==> src/rtl/mc_pkg.sv <==
// Shared definitions for the multicycle core: next-PC select encodings, fetch FSM states and
// the default reset PC.
package mc_pkg;

  localparam logic [1:0] PCSRC_ALU    = 2'b00;
  localparam logic [1:0] PCSRC_ALUOUT = 2'b01;
  localparam logic [1:0] PCSRC_JUMP   = 2'b10;
  localparam logic [1:0] PCSRC_HOLD   = 2'b11;

  localparam logic [31:0] DEFAULT_RESET_PC = 32'h0000_0000;

  typedef enum logic {
    IDLE,
    BUSY
  } fetch_state_t;

endpackage

==> src/rtl/pc_next_mux.sv <==
// Combinational next-PC select, including the J-type target concatenation.
module pc_next_mux
  import mc_pkg::*;
(
  input  logic [1:0]  pc_src,
  input  logic [31:0] alu_result,
  input  logic [31:0] alu_out,
  input  logic [31:0] pc,
  input  logic [25:0] instr_index,
  output logic [31:0] pc_next
);

  always_comb begin
    pc_next = pc;
    unique case (pc_src)
      PCSRC_ALU:    pc_next = alu_result;
      PCSRC_ALUOUT: pc_next = alu_out;
      PCSRC_JUMP:   pc_next = {pc[31:28], instr_index, 2'b00};
      PCSRC_HOLD:   pc_next = pc;
      default:      pc_next = pc;
    endcase
  end

endmodule

==> src/rtl/mc_fetch_unit.sv <==
// PC, IR, memory data and ALUOut registers plus the single shared-memory handshake; raises
// stall while an access is outstanding.
module mc_fetch_unit
  import mc_pkg::*;
#(
  parameter logic [31:0] RESET_PC = DEFAULT_RESET_PC
) (
  input  logic        clk,
  input  logic        rst_n,
  input  logic        pc_write,
  input  logic        branch,
  input  logic [1:0]  pc_src,
  input  logic        ir_write,
  input  logic        iord,
  input  logic        mem_write,
  input  logic        zero_flag,
  input  logic [31:0] alu_result,
  input  logic [31:0] wdata,
  output logic [31:0] pc,
  output logic [31:0] instr,
  output logic [31:0] mem_data,
  output logic [31:0] alu_out,
  output logic        stall,
  output logic        mem_req,
  output logic        mem_we,
  output logic [31:0] mem_addr,
  output logic [31:0] mem_wdata,
  input  logic [31:0] mem_rdata,
  input  logic        mem_ready
);

  fetch_state_t state_q, state_d;
  logic [31:0]  pc_q, instr_q, mem_data_q, alu_out_q, mem_addr_q, mem_wdata_q;
  logic         mem_we_q, fetch_q, pc_en_q;
  logic [31:0]  pc_next;
  logic         access, pc_en, start, done, pc_load;

  pc_next_mux u_pc_next_mux (
    .pc_src      (pc_src),
    .alu_result  (alu_result),
    .alu_out     (alu_out_q),
    .pc          (pc_q),
    .instr_index (instr_q[25:0]),
    .pc_next     (pc_next)
  );

  always_comb begin
    state_d = state_q;
    access  = ir_write | iord;
    pc_en   = pc_write | (branch & zero_flag);
    start   = 1'b0;
    done    = 1'b0;
    pc_load = 1'b0;
    unique case (state_q)
      IDLE: begin
        start   = access;
        // Without an access the PC moves now; with one it waits for completion.
        pc_load = pc_en & ~access;
        if (access) state_d = BUSY;
      end
      BUSY: begin
        done    = mem_ready;
        pc_load = mem_ready & pc_en_q;
        if (mem_ready) state_d = IDLE;
      end
      default: state_d = IDLE;
    endcase
    if (pc_src == PCSRC_HOLD) pc_load = 1'b0;
  end

  always_ff @(posedge clk or negedge rst_n) begin
    if (!rst_n) begin
      state_q     <= IDLE;
      pc_q        <= RESET_PC;
      instr_q     <= '0;
      mem_data_q  <= '0;
      alu_out_q   <= '0;
      mem_addr_q  <= '0;
      mem_wdata_q <= '0;
      mem_we_q    <= 1'b0;
      fetch_q     <= 1'b0;
      pc_en_q     <= 1'b0;
    end else begin
      state_q <= state_d;
      if (state_q == IDLE) alu_out_q <= alu_result;
      if (start) begin
        // Fetch has priority over a simultaneous data access.
        mem_addr_q  <= ir_write ? pc_q : alu_out_q;
        mem_we_q    <= mem_write & iord & ~ir_write;
        mem_wdata_q <= wdata;
        fetch_q     <= ir_write;
        pc_en_q     <= pc_en;
      end
      if (done) begin
        if (fetch_q) instr_q <= mem_rdata;
        else if (!mem_we_q) mem_data_q <= mem_rdata;
        mem_we_q <= 1'b0;
      end
      if (pc_load) pc_q <= pc_next;
    end
  end

  assign pc        = pc_q;
  assign instr     = instr_q;
  assign mem_data  = mem_data_q;
  assign alu_out   = alu_out_q;
  assign stall     = (state_q == BUSY);
  assign mem_req   = (state_q == BUSY);
  assign mem_we    = mem_we_q;
  assign mem_addr  = mem_addr_q;
  assign mem_wdata = mem_wdata_q;

endmodule

==> config.mk <==
export PLATFORM = sky130hd
export DESIGN_NAME = mc_fetch_unit
export DESIGN_NICKNAME = d
export VERILOG_FILES = /design/src/rtl/mc_pkg.sv /design/src/rtl/pc_next_mux.sv /design/src/rtl/mc_fetch_unit.sv
export SDC_FILE = /design/constraint.sdc
export NUM_CORES = 1
export LEC_CHECK = 0
export ABC_AREA = 0
export CAP_MARGIN = 20
export CELL_PAD_IN_SITES_DETAIL_PLACEMENT = 1
export CELL_PAD_IN_SITES_GLOBAL_PLACEMENT = 2
export CORE_UTILIZATION = 29
export CTS_BUF_LIST = sky130_fd_sc_hd__clkbuf_16
export CTS_CLUSTER_SIZE = 24
export DETAILED_ROUTE_END_ITERATION = 12
export MAX_ROUTING_LAYER = met4
export PLACE_DENSITY_LB_ADDON = 0.1
export SLEW_MARGIN = 20
export SYNTH_ARGS = -nofsm -noshare
export SYNTH_HDL_FRONTEND = slang
export SYNTH_SLANG_ARGS = --single-unit
==> constraint.sdc <==
create_clock -name clk -period 2.2 [get_ports clk]
set_input_delay 0.22 -clock clk [delete_from_list [all_inputs] [get_ports clk]]
set_output_delay 0.22 -clock clk [all_outputs]
set_load 0.02 [all_outputs]
==> flow_metrics.env, run 1 <==
export IMPL_status="finished clean"
export IMPL_synthCells=615
export IMPL_yosysMostFrequentCell="dfrtp_1"
export IMPL_cp_end_kind="output port"
export IMPL_finalHoldViolations=0
export IMPL_place_congestion=0.722
export IMPL_cts_tree="built"
export IMPL_slowest_delay_ns=0.67
export IMPL_drt_wl_total_mm=26.5
export IMPL_instances_no_fill=1311
export IMPL_core_sq_um=27800
export IMPL_cp_max_fo=26
export IMPL_fin_crit_ns=2.02
export IMPL_root_buffer="clkbuf_16"
export IMPL_max_freq_mhz=496
export IMPL_viasPerCell=4.69
export IMPL_setup_slack_ns=0.183
export IMPL_max_slew_margin_rel_pct=42.5
export IMPL_areaGrowthSynthToFinish_pct=50.9
export IMPL_required_ns=1.98
export IMPL_synthTopCellsByCount="196 x dfrtp_1, 150 x mux2_2, 64 x nand2_1, 63 x o21ai_0, 33 x mux2i_1"
export IMPL_htree_levels=4
export IMPL_die_w_microns=170
export IMPL_worstPathArrival_ns=1.80
export IMPL_fin_skew_ns=0.0127
export IMPL_worstPathBufferInverterCount=2
export IMPL_finalNetCount=1030
export IMPL_placed_cells=1278
export IMPL_drive_gt1_share_pct=23.2
export IMPL_timing_max_cap_violations=0
export IMPL_synth_ff_type="dfrtp_1"
export IMPL_track_usage_pct=19.5
export IMPL_path_cells="buf_6, clkdlybuf4s50_1"
export IMPL_rows=61
export IMPL_ios=302
export IMPL_synth_top_family_by_area="multiplexers"
export IMPL_avgSynthCellArea_sq_um=13.3
export IMPL_crit_slowest_cell="clkdlybuf4s50_1"
export IMPL_regArea_sq_um=4910
export IMPL_hold_class="input port to flop"
export IMPL_clock_latency_ns=0.43
export IMPL_clk_transition_reported_paths_ns=0.08
export IMPL_numCtsBuffers=17
export IMPL_drcViolationCount=0
export IMPL_cts_sinks=196
export IMPL_multi_input_area_sq_um=3120
export IMPL_netlist_area_sq_um=8210
export IMPL_fp_dieH_microns=170
export IMPL_final_antenna_net_count=0
export IMPL_crit_path_start_kind="flop"
export IMPL_muxShareOfSynthArea_pct=25.4
export IMPL_ys_warn_count=0
export IMPL_synth_net_count=725
export IMPL_design_area_sq_um=12400
export IMPL_die_area_sq_um=29000
export IMPL_ir_drop_mv=0.473
export IMPL_yosys_area_share_simple_pct=3.89
export IMPL_synth_compound_area_share_pct=7.90
export IMPL_first_global_vias=6900
export IMPL_synth_area_top_cells="dfrtp_1 60%, mux2_2 21%, mux2i_1 4.0%"
export IMPL_post_place_ws_ns=-0.0360
export IMPL_tns_ns=0
export IMPL_synth_edf_count=0
export IMPL_min_period_over_period_pct=91.7
export IMPL_rsz0062_at_grt="no"
export IMPL_leakage_nw=5.15
export IMPL_fin_hold_ws_ns=0.229
export IMPL_dr_first_iter_drc_count=216
export IMPL_synth_largest_area_cell="dfrtp_1"
export IMPL_synthAdderAreaFrac_pct=0.457
export IMPL_num_fill_cells=2900
export IMPL_wl_per_cell_microns=20.2
export IMPL_cts_buffer_depth=2
export IMPL_placed_area_sq_um=11800
export IMPL_initial_core_util_pct=29.5
export IMPL_drtPass1Iterations=4
export IMPL_synthArstFlopShare_pct=100
export IMPL_grt_overflow_total=0
export IMPL_synth_distinct_cells=26
export IMPL_yosysTopAreaCellShare_pct=59.7
export IMPL_grt_pass1_wl_mm=41.3
export IMPL_critical_path_top_delay_family="buffers and inverters"
export IMPL_power_density_nw_per_um2=1200
export IMPL_finalPower_mw=14.9
export IMPL_critical_path_class="flop to output port"
export IMPL_hpwlAfterDp_mm=19.0
export IMPL_vias=6143
export IMPL_antenna_found_initial=2
export IMPL_yosysSeqAreaShare_pct=59.7
export IMPL_ys_ff_latch=196
export IMPL_setup_viol=0
export IMPL_worstMarginPinSlew_ns=0.863
export IMPL_port_buffer_count=301
export IMPL_grt_max_degree=64
export IMPL_synth_xor_area_share_pct=0
export IMPL_slew_viol_final=0
export IMPL_final_util_pct=44.6
==> layout make-up <==
| type | count | area share [%] |
|---|---|---|
| multi-input combinational | 373 | 25.2 |
| timing repair buffer | 327 | 26.8 |
| clock buffer | 17 | 3.43 |
| antenna | 2 | 0.0404 |
| sequential | 196 | 39.6 |
| inverter | 5 | 0.152 |
| tap | 378 | 3.82 |
| clock inverter | 13 | 0.939 |
==> cells by family (layout without fill, tap and decap cells) <==
kind of cell | after synthesis | in the layout
adder cells (fa/ha/maj) | 3 | 3
AO/OA/AOI/OAI | 106 | 106
other | 0 | 2
flip-flops | 196 | 196
AND/OR/NAND/NOR | 75 | 75
multiplexers | 189 | 189
buffers and inverters | 46 | 362
==> flip-flops by register name, summed over array words and instances (netlist names) <==
signal and count:
alu_out 32, fetch_q 1, instr 32, mem_addr 32, mem_data 32, mem_req 1
mem_wdata 32, mem_we 1, pc 32, pc_en_q 1
==> routing by layer <==
layer	global-route usage, %	up-vias	wire (microns)
met3	5.16	21	1650
met2	32.9	189	13300
met1	23.0	3128	11300
met4	5.09	0	283
met5	-	-	0
li1	-	2805	-
==> path summary, 6_finish.rpt <==
check,from,endpoint,slack (ns),cells after the start
setup / recovery,mem_req$_DFF_PN0_,mem_req,0.18,2
hold / removal,ir_write,mem_we$_DFFE_PN0P_,0.23,3
setup reg to reg,mem_req$_DFF_PN0_,pc[2]$_DFFE_PN0P_,0.29,5
hold reg to reg,mem_addr[15]$_DFFE_PN0P_,mem_addr[15]$_DFFE_PN0P_,0.48,2
max in group asynchronous,rst_n,mem_addr[4]$_DFFE_PN0P_,1.22,3
min in group asynchronous,rst_n,mem_wdata[3]$_DFFE_PN0P_,0.28,2
==> what timing repair did <==
action	CTS	global route
endpoints found under the hold margin	37	0
hold buffers	1	0
resized for setup	0	1
buffers inserted	0	0
setup endpoints to repair	0	2
==> worst reg2reg max path: cells and delay by family (launching register included) <==
family	cells	cell delay [ns]
buffers and inverters	2	0.50
DFF	1	0.39
muxes	1	0.36
AOI/OAI and AO/OA	1	0.34
and+or+nand+nor	1	0.19
==> cell usage in the layout (no fill, tap or decap), types with 2 or more instances in the layout <==
master	Yosys	final
buf_4	2	15
clkinv_4	0	4
mux2_1	6	6
buf_12	0	9
a221oi_1	4	4
clkdlybuf4s50_1	0	299
nand2_1	64	64
inv_6	0	4
a21oi_1	6	6
nor2b_1	4	4
inv_8	0	3
inv_1	5	5
clkbuf_16	0	17
mux2i_1	33	33
a22oi_1	30	30
diode_2	0	2
ha_2	0	2
dfrtp_1	196	195
o21ai_0	63	63
mux2_2	150	150
==> power breakdown <==
part	total, mW	internal (mW)	switching [mW]
combinational	6.19	3.21	2.99
clock	2.99	1.48	1.51
sequential	5.69	4.79	0.895
Power figures use the tool's default switching activity.
==> run 2: changes to the inputs <==
Settings changed: RECOVER_POWER from default to 50.
==> flow_metrics.env, run 2 (synthesis results as in run 1) <==
export IMPL_swShare_pct=36.3
export IMPL_cts_sinks=196
export IMPL_status="finished clean"
export IMPL_root_buffer="clkbuf_16"
export IMPL_ios=302
export IMPL_fin_skew_ns=0.0126
export IMPL_die_w_microns=170
export IMPL_numCtsBuffers=17
export IMPL_timing_max_cap_violations=0
export IMPL_grt_overflow_total=0
export IMPL_multi_input_area_sq_um=3110
export IMPL_top_layer="met4"
export IMPL_initial_core_util_pct=29.5
export IMPL_areaGrowthSynthToFinish_pct=50.5
export IMPL_cp_max_fo=26
export IMPL_fin_crit_ns=2.02
export IMPL_first_global_vias=6900
export IMPL_rows=61
export IMPL_seq_power_share_pct=38.3
export IMPL_power_density_nw_per_um2=1200
export IMPL_hpwlAfterDp_mm=19.0
export IMPL_hold_class="input port to flop"
export IMPL_clk_transition_reported_paths_ns=0.08
export IMPL_reg2reg_to="mem_addr[15]$_DFFE_PN0P_"
export IMPL_slew_viol_final=0
export IMPL_grt_max_degree=64
export IMPL_r2r_start="mem_req$_DFF_PN0_"
export IMPL_port_buffer_count=301
export IMPL_wl_met1_mm=11.3
export IMPL_drt_wl_total_mm=26.5
export IMPL_cts_buffer_depth=2
export IMPL_worstMarginPinSlew_ns=1.13
export IMPL_r2r_setup_slack_ns=0.27
export IMPL_power_switching_mw=5.39
export IMPL_place_congestion=0.722
export IMPL_tns_ns=0
export IMPL_clock_power_share_pct=20.2
export IMPL_leakage_nw=5.14
export IMPL_setup_viol=0
export IMPL_wl_per_cell_microns=20.2
export IMPL_core_sq_um=27800
export IMPL_finalHoldViolations=0
export IMPL_grt_pass1_wl_mm=41.3
export IMPL_vias=6137
export IMPL_die_area_sq_um=29000
export IMPL_num_fill_cells=2903
export IMPL_cp_end_kind="output port"
export IMPL_ir_drop_mv=0.473
export IMPL_cp_startpoint="mem_req$_DFF_PN0_"
export IMPL_postCtsSetupBuffers=0
export IMPL_endpoint="mem_req"
export IMPL_reg2regPathDepth=5
export IMPL_regArea_sq_um=4910
export IMPL_drive_gt1_share_pct=23.0
export IMPL_max_slew_margin_rel_pct=24.5
export IMPL_max_freq_mhz=496
export IMPL_min_period_over_period_pct=91.7
export IMPL_dr_first_iter_drc_count=232
export IMPL_clock_latency_ns=0.43
export IMPL_rsz0062_at_grt="no"
export IMPL_viasPerCell=4.68
export IMPL_critical_path_class="flop to output port"
export IMPL_worstPathArrival_ns=1.80
export IMPL_fin_hold_ws_ns=0.225
export IMPL_crit_path_start_kind="flop"
export IMPL_dr_wl_met2_mm=13.3
export IMPL_drtPass1Iterations=4
export IMPL_route_met3_wl_mm=1.65
export IMPL_antenna_found_initial=2
export IMPL_final_antenna_net_count=0
export IMPL_internal_power_mw=9.45
export IMPL_finalNetCount=1030
export IMPL_required_ns=1.98
export IMPL_track_usage_pct=19.5
export IMPL_fp_dieH_microns=170
export IMPL_power_frac_comb_pct=41.5
export IMPL_htree_levels=4
export IMPL_drcViolationCount=0
export IMPL_final_common_cell="clkdlybuf4s50_1"
export IMPL_cts_tree="built"
export IMPL_layout_common_cells="291 x clkdlybuf4s50_1, 195 x dfrtp_1, 150 x mux2_2"
## run 2: cell types whose count changed in the layout (fill, tap and decap cells not counted), sizes merged
| cell | delta |
|---|---|
| clkdlybuf4s50 | -8 |
| clkbuf | +3 |
| buf | -3 |
| dlygate4sd3 | +8 |
## run 2: layout make-up
type                       instances  share of cell area (%)
inverter                           5                   0.152
multi-input combinational        373                    25.2
sequential                       196                    39.7
tap                              378                    3.83
clock buffer                      17                    3.44
antenna                            2                  0.0405
clock inverter                    13                   0.942
timing repair buffer             327                    26.7
## run 2: critical path, stage by stage (launching register included)
cell             delay (ns)
dfrtp_2                0.39
buf_6                  0.30
clkdlybuf4s50_1        0.67
## run 2: power groups by stage
stage / combinational (mW) / clock, mW / sequential [mW]
2_1_floorplan: 1.48 / 0 / 7.03
3_3_place_gp: 6.18 / 0 / 5.69
3_5_place_dp: 6.27 / 0 / 5.78
4_1_cts: 6.30 / 3.09 / 5.72
5_1_grt: 6.56 / 3.22 / 5.88
6_report: 6.16 / 2.99 / 5.68
## run 2: metal layers
metal / global-route usage (%) / up-vias
met1: 23.0 / 3129
met4: 5.09 / 0
met2: 32.9 / 187
met3: 5.16 / 21
met5: - / -
li1: - / 2800
## run 2: per-stage QoR
| stage | instance area (sq um) | cells | power, mW | util [%] | worst slack, ns |
|---|---|---|---|---|---|
| after detailed placement | 11800 | 1278 | 12.1 | 42.6 | -0.0360 |
| after global placement | 11800 | 1278 | 11.9 | 42.6 | 0.0196 |
| final | 12400 | 1311 | 14.8 | 44.5 | 0.184 |
| after global routing | 12400 | 1311 | 15.7 | 44.5 | 0.0698 |
| after floorplan | 8210 | 615 | 8.51 | - | 0.368 |
| after CTS | 12400 | 1309 | 15.1 | 44.6 | 0.0423 |
## run 2: repair_timing
action | in CTS | in global routing
endpoints found under the hold margin | 37 | 0
gates resized for setup | 0 | 1
hold buffers | 1 | 0
endpoints found under the setup margin | 0 | 2
## run 2: worst min-delay path by stage
stage / slack, ns / from / end / cells after the start
after floorplan: -0.08 / rst_n / alu_out[0]$_DFFE_PN0N_ / 0
after global routing: 0.24 / ir_write / mem_we$_DFFE_PN0P_ / 3
after detailed placement: 0.18 / rst_n / mem_wdata[3]$_DFFE_PN0P_ / 1
after global placement: 0.17 / rst_n / mem_wdata[3]$_DFFE_PN0P_ / 1
final: 0.23 / ir_write / mem_we$_DFFE_PN0P_ / 3
after CTS: 0.21 / ir_write / mem_we$_DFFE_PN0P_ / 3
==> run 3: changes to the inputs <==
Settings changed: SLEW_MARGIN 20 to default.
==> results of run 3 <==
Final layout, timing and power as in run 2 (identical DEF).
